## src/rtl/mul_acc_seq.sv

```systemverilog
// mul_acc_seq -- sequential multiply-accumulate execute stage.
//
// Accepts one command (three signed operands, a 3-bit operand select and an
// accumulate flag) over a valid/ready handshake. It forms the selected
// product over two multiply cycles and folds it into an internal
// accumulator. The new accumulator value is then returned over a second
// valid/ready handshake. All arithmetic wraps to WIDTH bits.
//
// Ports:
//   clk        rising-edge clock
//   reset      synchronous, active-high reset
//   in_valid   command valid
//   in_ready   unit can accept a command (IDLE only)
//   a, b, c    signed operands
//   sel        operand select {SC,SB,SA}; 1 = operand takes part in product
//   acc_en     1: acc <= acc + product; 0: acc <= product
//   out_valid  result valid (held until out_ready)
//   out_ready  consumer accepts result
//   out_data   accumulator value after the command
//   busy       high in any state other than IDLE
module mul_acc_seq #(
  parameter int WIDTH = 8
) (
  input  logic             clk,
  input  logic             reset,
  input  logic             in_valid,
  output logic             in_ready,
  input  logic [WIDTH-1:0] a,
  input  logic [WIDTH-1:0] b,
  input  logic [WIDTH-1:0] c,
  input  logic [2:0]       sel,
  input  logic             acc_en,
  output logic             out_valid,
  input  logic             out_ready,
  output logic [WIDTH-1:0] out_data,
  output logic             busy
);

  typedef enum logic [1:0] {
    IDLE  = 2'd0,
    STEP1 = 2'd1,
    STEP2 = 2'd2,
    HOLD  = 2'd3
  } state_e;

  localparam logic [WIDTH-1:0] ZERO = {WIDTH{1'b0}};
  localparam logic [WIDTH-1:0] ONE  = {{(WIDTH-1){1'b0}}, 1'b1};

  // An unselected operand is replaced by the multiplicative identity.
  function automatic logic [WIDTH-1:0] pick_op(input logic use_op,
                                               input logic [WIDTH-1:0] val);
    logic [WIDTH-1:0] r;
    if (use_op) begin
      r = val;
    end else begin
      r = ONE;
    end
    return r;
  endfunction

  state_e           state_q, state_d;
  logic [WIDTH-1:0] a_q, a_d;
  logic [WIDTH-1:0] b_q, b_d;
  logic [WIDTH-1:0] c_q, c_d;
  logic             zero_q, zero_d;     // latched sel == 000
  logic             acc_en_q, acc_en_d;
  logic [WIDTH-1:0] prod_q, prod_d;
  logic [WIDTH-1:0] acc_q, acc_d;
  logic [WIDTH-1:0] out_data_q, out_data_d;
  logic             out_valid_q, out_valid_d;
  logic             in_ready_q, in_ready_d;
  logic             busy_q, busy_d;
  logic [WIDTH-1:0] p2_s;

  // Next-state and datapath logic; every register holds by default.
  always_comb begin
    state_d     = state_q;
    a_d         = a_q;
    b_d         = b_q;
    c_d         = c_q;
    zero_d      = zero_q;
    acc_en_d    = acc_en_q;
    prod_d      = prod_q;
    acc_d       = acc_q;
    out_data_d  = out_data_q;
    out_valid_d = out_valid_q;
    p2_s        = ZERO;

    case (state_q)
      IDLE: begin
        if (in_valid && in_ready_q) begin
          a_d      = pick_op(sel[0], a);
          b_d      = pick_op(sel[1], b);
          c_d      = pick_op(sel[2], c);
          zero_d   = (sel == 3'b000);
          acc_en_d = acc_en;
          state_d  = STEP1;
        end else begin
          state_d  = IDLE;
        end
      end
      STEP1: begin
        // The low WIDTH bits of a product do not depend on signedness,
        // so a WIDTH x WIDTH -> WIDTH multiply gives the wrapped signed result.
        prod_d  = a_q * b_q;
        state_d = STEP2;
      end
      STEP2: begin
        if (zero_q) begin
          p2_s = ZERO;
        end else begin
          p2_s = prod_q * c_q;
        end
        if (acc_en_q) begin
          acc_d = acc_q + p2_s;
        end else begin
          acc_d = p2_s;
        end
        out_data_d  = acc_d;
        out_valid_d = 1'b1;
        state_d     = HOLD;
      end
      HOLD: begin
        if (out_ready) begin
          out_valid_d = 1'b0;
          state_d     = IDLE;
        end else begin
          state_d     = HOLD;
        end
      end
      default: begin
        out_valid_d = 1'b0;
        state_d     = IDLE;
      end
    endcase

    // Handshake flags are registered and follow the next state directly.
    in_ready_d = (state_d == IDLE);
    busy_d     = (state_d != IDLE);
  end

  // State and datapath registers with synchronous reset.
  always_ff @(posedge clk) begin
    if (reset) begin
      state_q     <= IDLE;
      a_q         <= ZERO;
      b_q         <= ZERO;
      c_q         <= ZERO;
      zero_q      <= 1'b0;
      acc_en_q    <= 1'b0;
      prod_q      <= ZERO;
      acc_q       <= ZERO;
      out_data_q  <= ZERO;
      out_valid_q <= 1'b0;
      in_ready_q  <= 1'b1;
      busy_q      <= 1'b0;
    end else begin
      state_q     <= state_d;
      a_q         <= a_d;
      b_q         <= b_d;
      c_q         <= c_d;
      zero_q      <= zero_d;
      acc_en_q    <= acc_en_d;
      prod_q      <= prod_d;
      acc_q       <= acc_d;
      out_data_q  <= out_data_d;
      out_valid_q <= out_valid_d;
      in_ready_q  <= in_ready_d;
      busy_q      <= busy_d;
    end
  end

  assign in_ready  = in_ready_q;
  assign busy      = busy_q;
  assign out_valid = out_valid_q;
  assign out_data  = out_data_q;

endmodule

```

## config.mk

```make
export PLATFORM = sky130hd
export DESIGN_NAME = mul_acc_seq
export DESIGN_NICKNAME = d
export VERILOG_FILES = /design/src/rtl/mul_acc_seq.sv
export SDC_FILE = /design/constraint.sdc
export NUM_CORES = 1
export LEC_CHECK = 0
export CAP_MARGIN = 0
export CORE_MARGIN = 2
export CORE_UTILIZATION = 62
export DETAILED_ROUTE_END_ITERATION = 12
export GPL_ROUTABILITY_DRIVEN = 0
export PLACE_DENSITY = 0.87
export SLEW_MARGIN = 20
export SYNTH_ARGS = -nofsm -noshare
export SYNTH_HDL_FRONTEND = slang
export SYNTH_SLANG_ARGS = --single-unit
```

## constraint.sdc

```tcl
create_clock -name clk -period 11.45 [get_ports clk]
set_input_delay 2.29 -clock clk [delete_from_list [all_inputs] [get_ports clk]]
set_output_delay 2.29 -clock clk [all_outputs]
set_load 0.005 [all_outputs]
```

* Word-level counts from Yosys, hierarchy flattened
Cells that the tools add are included.
** Word-level totals
- Bits in registers :: 47
- Logic and storage cells :: 37
- Bits of input ports :: 32
- Output and inout port bits :: 11
** Operators by class
- Mux-type cells :: 11
- Eq/ne operators :: 4
- $add $sub $neg :: 1
- $mul :: 2
- Reduce and logical (&&, ||, !) cells :: 8
** Operator list (count)
- 8-bit two-way mux :: 6
- 8-bit by 8-bit multiplier with 8-bit output :: 2
- 8-bit adder :: 1
- 2-bit one-hot mux with 4 select lines :: 1
- 2-bit equality test, second input constant :: 2
- 2-bit zero test :: 2
- 2-bit AND reduction :: 2
- 2-bit nonzero test :: 2
- 3-bit zero test :: 1
- 2-bit by 1-bit equality test with 1-bit output, second input constant :: 1
- 1-bit two-way mux :: 2
- 2-bit two-way mux :: 1
- 2-bit != test, second input constant :: 1
- 1-bit one-hot mux with 2 select lines :: 1
- 1-bit logical AND :: 1

* Depth between registers and ports, before layout
- Word-level depth :: 5
- Gate-level depth with buffers :: 19
- Gate-level depth less buffers :: 19

* Worst setup path before layout
OpenSTA, ideal clock, no wires.
- Kind :: reg-to-reg
- From :: register prod_q[1]
- To :: register out_data_q[7] (netlist: out_data[7])
- Path slack :: 7147 ps
- Required time :: 11383 ps
- Buffers on the path :: 0
- Data arrival time :: 4235 ps
- Setup time :: 67 ps
- Clock period less this slack :: 4303 ps
- Stages on the path, launching flop included :: 14
- Path through :: dfxtp_1 > nand2_1 > fa_1 > fa_1 > inv_1 > fa_1 > fa_1 > ha_1 > a21oi_1 > xnor3_1 > xnor3_1 > nor2_1 > mux4_2 > a21oi_2
** Between the ends
- Longest elaborated chain between the ends :: 5
** Ends and longest elaborated chain
- start: declaration :: RTL line 67 : logic [WIDTH-1:0] prod_q, prod_d;
- start signal: assignment :: RTL line 164 : prod_q <= prod_d;
- 8-bit by 8-bit multiplier with 8-bit output * :: RTL line 112 : p2_s = prod_q * c_q;
- 8-bit two-way mux * :: RTL line 109 : if (zero_q) begin
- 8-bit two-way mux * :: RTL line 89 : case (state_q)
- 8-bit adder :: RTL line 115 : acc_d = acc_q + p2_s;
- 8-bit two-way mux * :: RTL line 114 : if (acc_en_q) begin
- end signal: assignment :: RTL line 166 : out_data_q <= out_data_d;
- end: declaration :: RTL line 69 : logic [WIDTH-1:0] out_data_q, out_data_d;
Mark *: on every way between the ends. The rest lies on a longest branch, timed or not. The select of a mux whose other input is x is not followed.
A chain may end at the register's enable or synchronous reset.

* Worst setup path in the final report
- From :: register prod_q[0]
- To :: register out_data_q[7] (netlist: out_data[7])
Same word-level chain as after synthesis.

==> qor.yml <==
floorplan:
  start_util_pct: 64.3
  io_pins: 43
  coreArea_mm2: 0.00592
  die_w_um: 82.4
  rows: 28
  die_h_um: 82.4
  dieArea_mm2: 0.00679
clock_tree:
  worstSkewPairLatency_ps: 310
  cts_buffer_depth: 2
  cts_tree: "yes"
  cts-resized-gates: 0
  root_buffer: "clkbuf_8"
  htreeDepth: 2
  cts_setup_buffers: 0
  clock_sinks: 47
  cts.clk_slew.worst_paths_ps: 100
  numCtsBuffers: 5
  cts_hold_buffers: 0
setup_path:
  criticalPathCategory: "reg2reg"
  cp_top_family: "adder cells"
  path_buf_inv: 4
  required_ps: 11690
  crit_start: "prod_q[0]"
  cp.arrival_ps: 4910
  r2r_slack_ps: 6780
  critPathMostFrequentCell: "inv_1"
  setup.worst_path.end_class: "flip-flop"
  r2r-start: "prod_q[0]"
  cp_slowest_stage_delay_ps: 530
  critPathMaxFanout: 9
  critPathSlowestCell: "fa_1"
  cp_cell_sequence: "and2_1 > fa_1 > inv_1 > fa_1 > inv_1 > ha_1 > inv_1 > fa_1 > inv_1 > ha_1 > a21o_1 > a21oi_1 > xnor3_1 > xnor3_1 > nor2_1 > mux4_2 > a21oi_2"
  cp-start-kind: "flip-flop"
timing:
  fin_tns_setup_ps: 0
  fin_crit_ps: 4670
  period_share_pct: 40.8
  setup_slack_ps: 6780
  worstMarginPinSlew_ps: 1090
  fin_skew_ps: 11.7
  rsz0062_at_grt: "no"
  slew_violations: 0
  setup_viol: 0
  hold_viol: 0
  max_slew_margin_pct: 27.3
  fmaxAchievable_mhz: 214
route:
  dr.pass1.iters: 4
  drcViolationCount: 0
  drt-total-wl_mm: 8.46
  vias: 3163
  ant_nets: 0
  avgRoutedWirePerCell_um: 14.8
  viasPerCell: 5.54
  dr.first_iter.drc_count: 219
hold_path:
  min_path_type: "reg2reg"
  holdCritStartpoint: "a_q[7]"
global_route:
  grt_pass1_vias: 3060
  grtUsageTotal_pct: 27.4
  gr-total-overflow: 0
  grt_max_degree: 46
  grt_pass1_wl_mm: 14.2
  antenna_found_initial: 0
place:
  pre_cts_ws_ps: 6780
  dp_hpwl_mm: 6.51
  port_buffers: 42
pwr:
  power_mw: 0.409
  power.density_mw_per_mm2: 93.3
  irDropWorstVdd_mv: 0.115
  leakagePower_nw: 1.92
synthesis:
  ys_warn_count: 0
  synth_seq_cells: 47
  yosysTopAreaCellShare_pct: 24.7
  yosysTopAreaCell: "dfxtp_1"
  syn_nets: 558
  ys_top_cells_by_area: "dfxtp_1, fa_1, ha_1"
  synth_cells: 462
  syn-cell-area_mm2: 0.00381
  synth_seq_area_share_pct: 24.7
  synth_area_per_cell_um2: 8.25
  synth_cell_types: 38
cells_and_area:
  syn2layout_area_growth_pct: 15.0
  layout_common_cells: "nand2_1, inv_1, dfxtp_1"
  finish.net_count: 591
  final_common_cell: "nand2_1"
  fin_util_pct: 74.0
  drive_gt1_share_pct: 3.43
  insertedDiodeCount: 0
run:
  drv_cap: 0
run_status:
  status: "finished, final reports clean"
-- cell usage after synthesis (all sizes together) --
| master | count |
|---|---|
| fa | 25 |
| xnor3 | 2 |
| o22ai | 1 |
| nor2b | 7 |
| ha | 39 |
| o21bai | 1 |
| xnor2 | 25 |
| nor4 | 1 |
| and2 | 39 |
| mux4 | 1 |
| xor2 | 6 |
| and3 | 2 |
| clkbuf | 15 |
| o21ai | 1 |
| and3b | 1 |
| mux2 | 2 |
| buf | 2 |
| or2 | 1 |
| nand2 | 76 |
| dfxtp | 47 |
| nor3 | 5 |
| a311oi | 2 |
| nor2 | 22 |
| a21o | 5 |
| a211oi | 6 |
| a31oi | 1 |
| inv | 49 |
| nand2b | 4 |
| nand3 | 25 |
| mux2i | 2 |
| nor3b | 3 |
| o21a | 1 |
| a21oi | 43 |
-- power by group --
part | switching [mW] | leakage (nW) | internal [mW]
registers | 0.0189 | 0.383 | 0.178
logic | 0.0461 | 1.48 | 0.0401
clock network | 0.0607 | 0.0581 | 0.0651
-- area by class of cell --
cell class	count	area, µm²
clock buffer	5	68.8
timing repair buffer	43	428
tap	75	93.8
inverter	49	184
multi-input combinational	349	2620
sequential	47	941
fill	451	1540
clock inverter	3	43.8
-- layer usage --
| metal | vias up | part of all wire [%] | GRT usage, % | routed length (µm) |
|---|---|---|---|---|
| met5 | - | 0 | 0 | 0 |
| met4 | 0 | 1.5 | 7.17 | 128 |
| met3 | 15 | 4.5 | 3.91 | 380 |
| met2 | 95 | 49 | 45.9 | 4160 |
| met1 | 1496 | 45 | 37.0 | 3790 |
| li1 | 1557 | - | - | - |
-- state kept, by name, summed over array words and instances, names as in the netlist --
name / cells
busy: 1
b_q: 8
prod_q: 8
a_q: 8
state_q: 2
in_ready: 1
out_valid: 1
zero_q: 1
out_data: 8
c_q: 8
acc_en_q: 1
-- final timing paths --
check / end / cells after the start
worst max register to register: out_data[7] / 17
worst max-delay path: out_data[7] / 17
worst min register to register: a_q[7] / 2
worst min-delay path: a_q[7] / 2
-- through the flow --
| step | instances | area (µm²) | hold WS, ps |
|---|---|---|---|
| global route | 571 | 4380 | 493 |
| global placement | 563 | 4270 | 439 |
| floorplan | 462 | 3810 | 432 |
| finish | 571 | 4380 | 460 |
| CTS | 571 | 4380 | 460 |
| detailed placement | 563 | 4270 | 448 |
-- cells by family (layout without fill, tap and decap cells) --
logic type                 count (synthesis)  in the layout  synth area share, %
xor gates and xnor gates                  33             33                 8.51
DFF                                       47             47                 24.7
adders and majority gates                 64             64                 25.9
AOI/OAI and AO/OA                         61             61                 9.23
and+or+nand+nor                          186            186                 23.4
muxes                                      5              5                 1.71
buffers and inverters                     66            100                 6.50
-- worst min-delay path: stages, from the launching register on --
cell and delay [ps]:
dfxtp_1 320, nand2_1 50, a21oi_1 50
(Power assumes the default switching activity.)
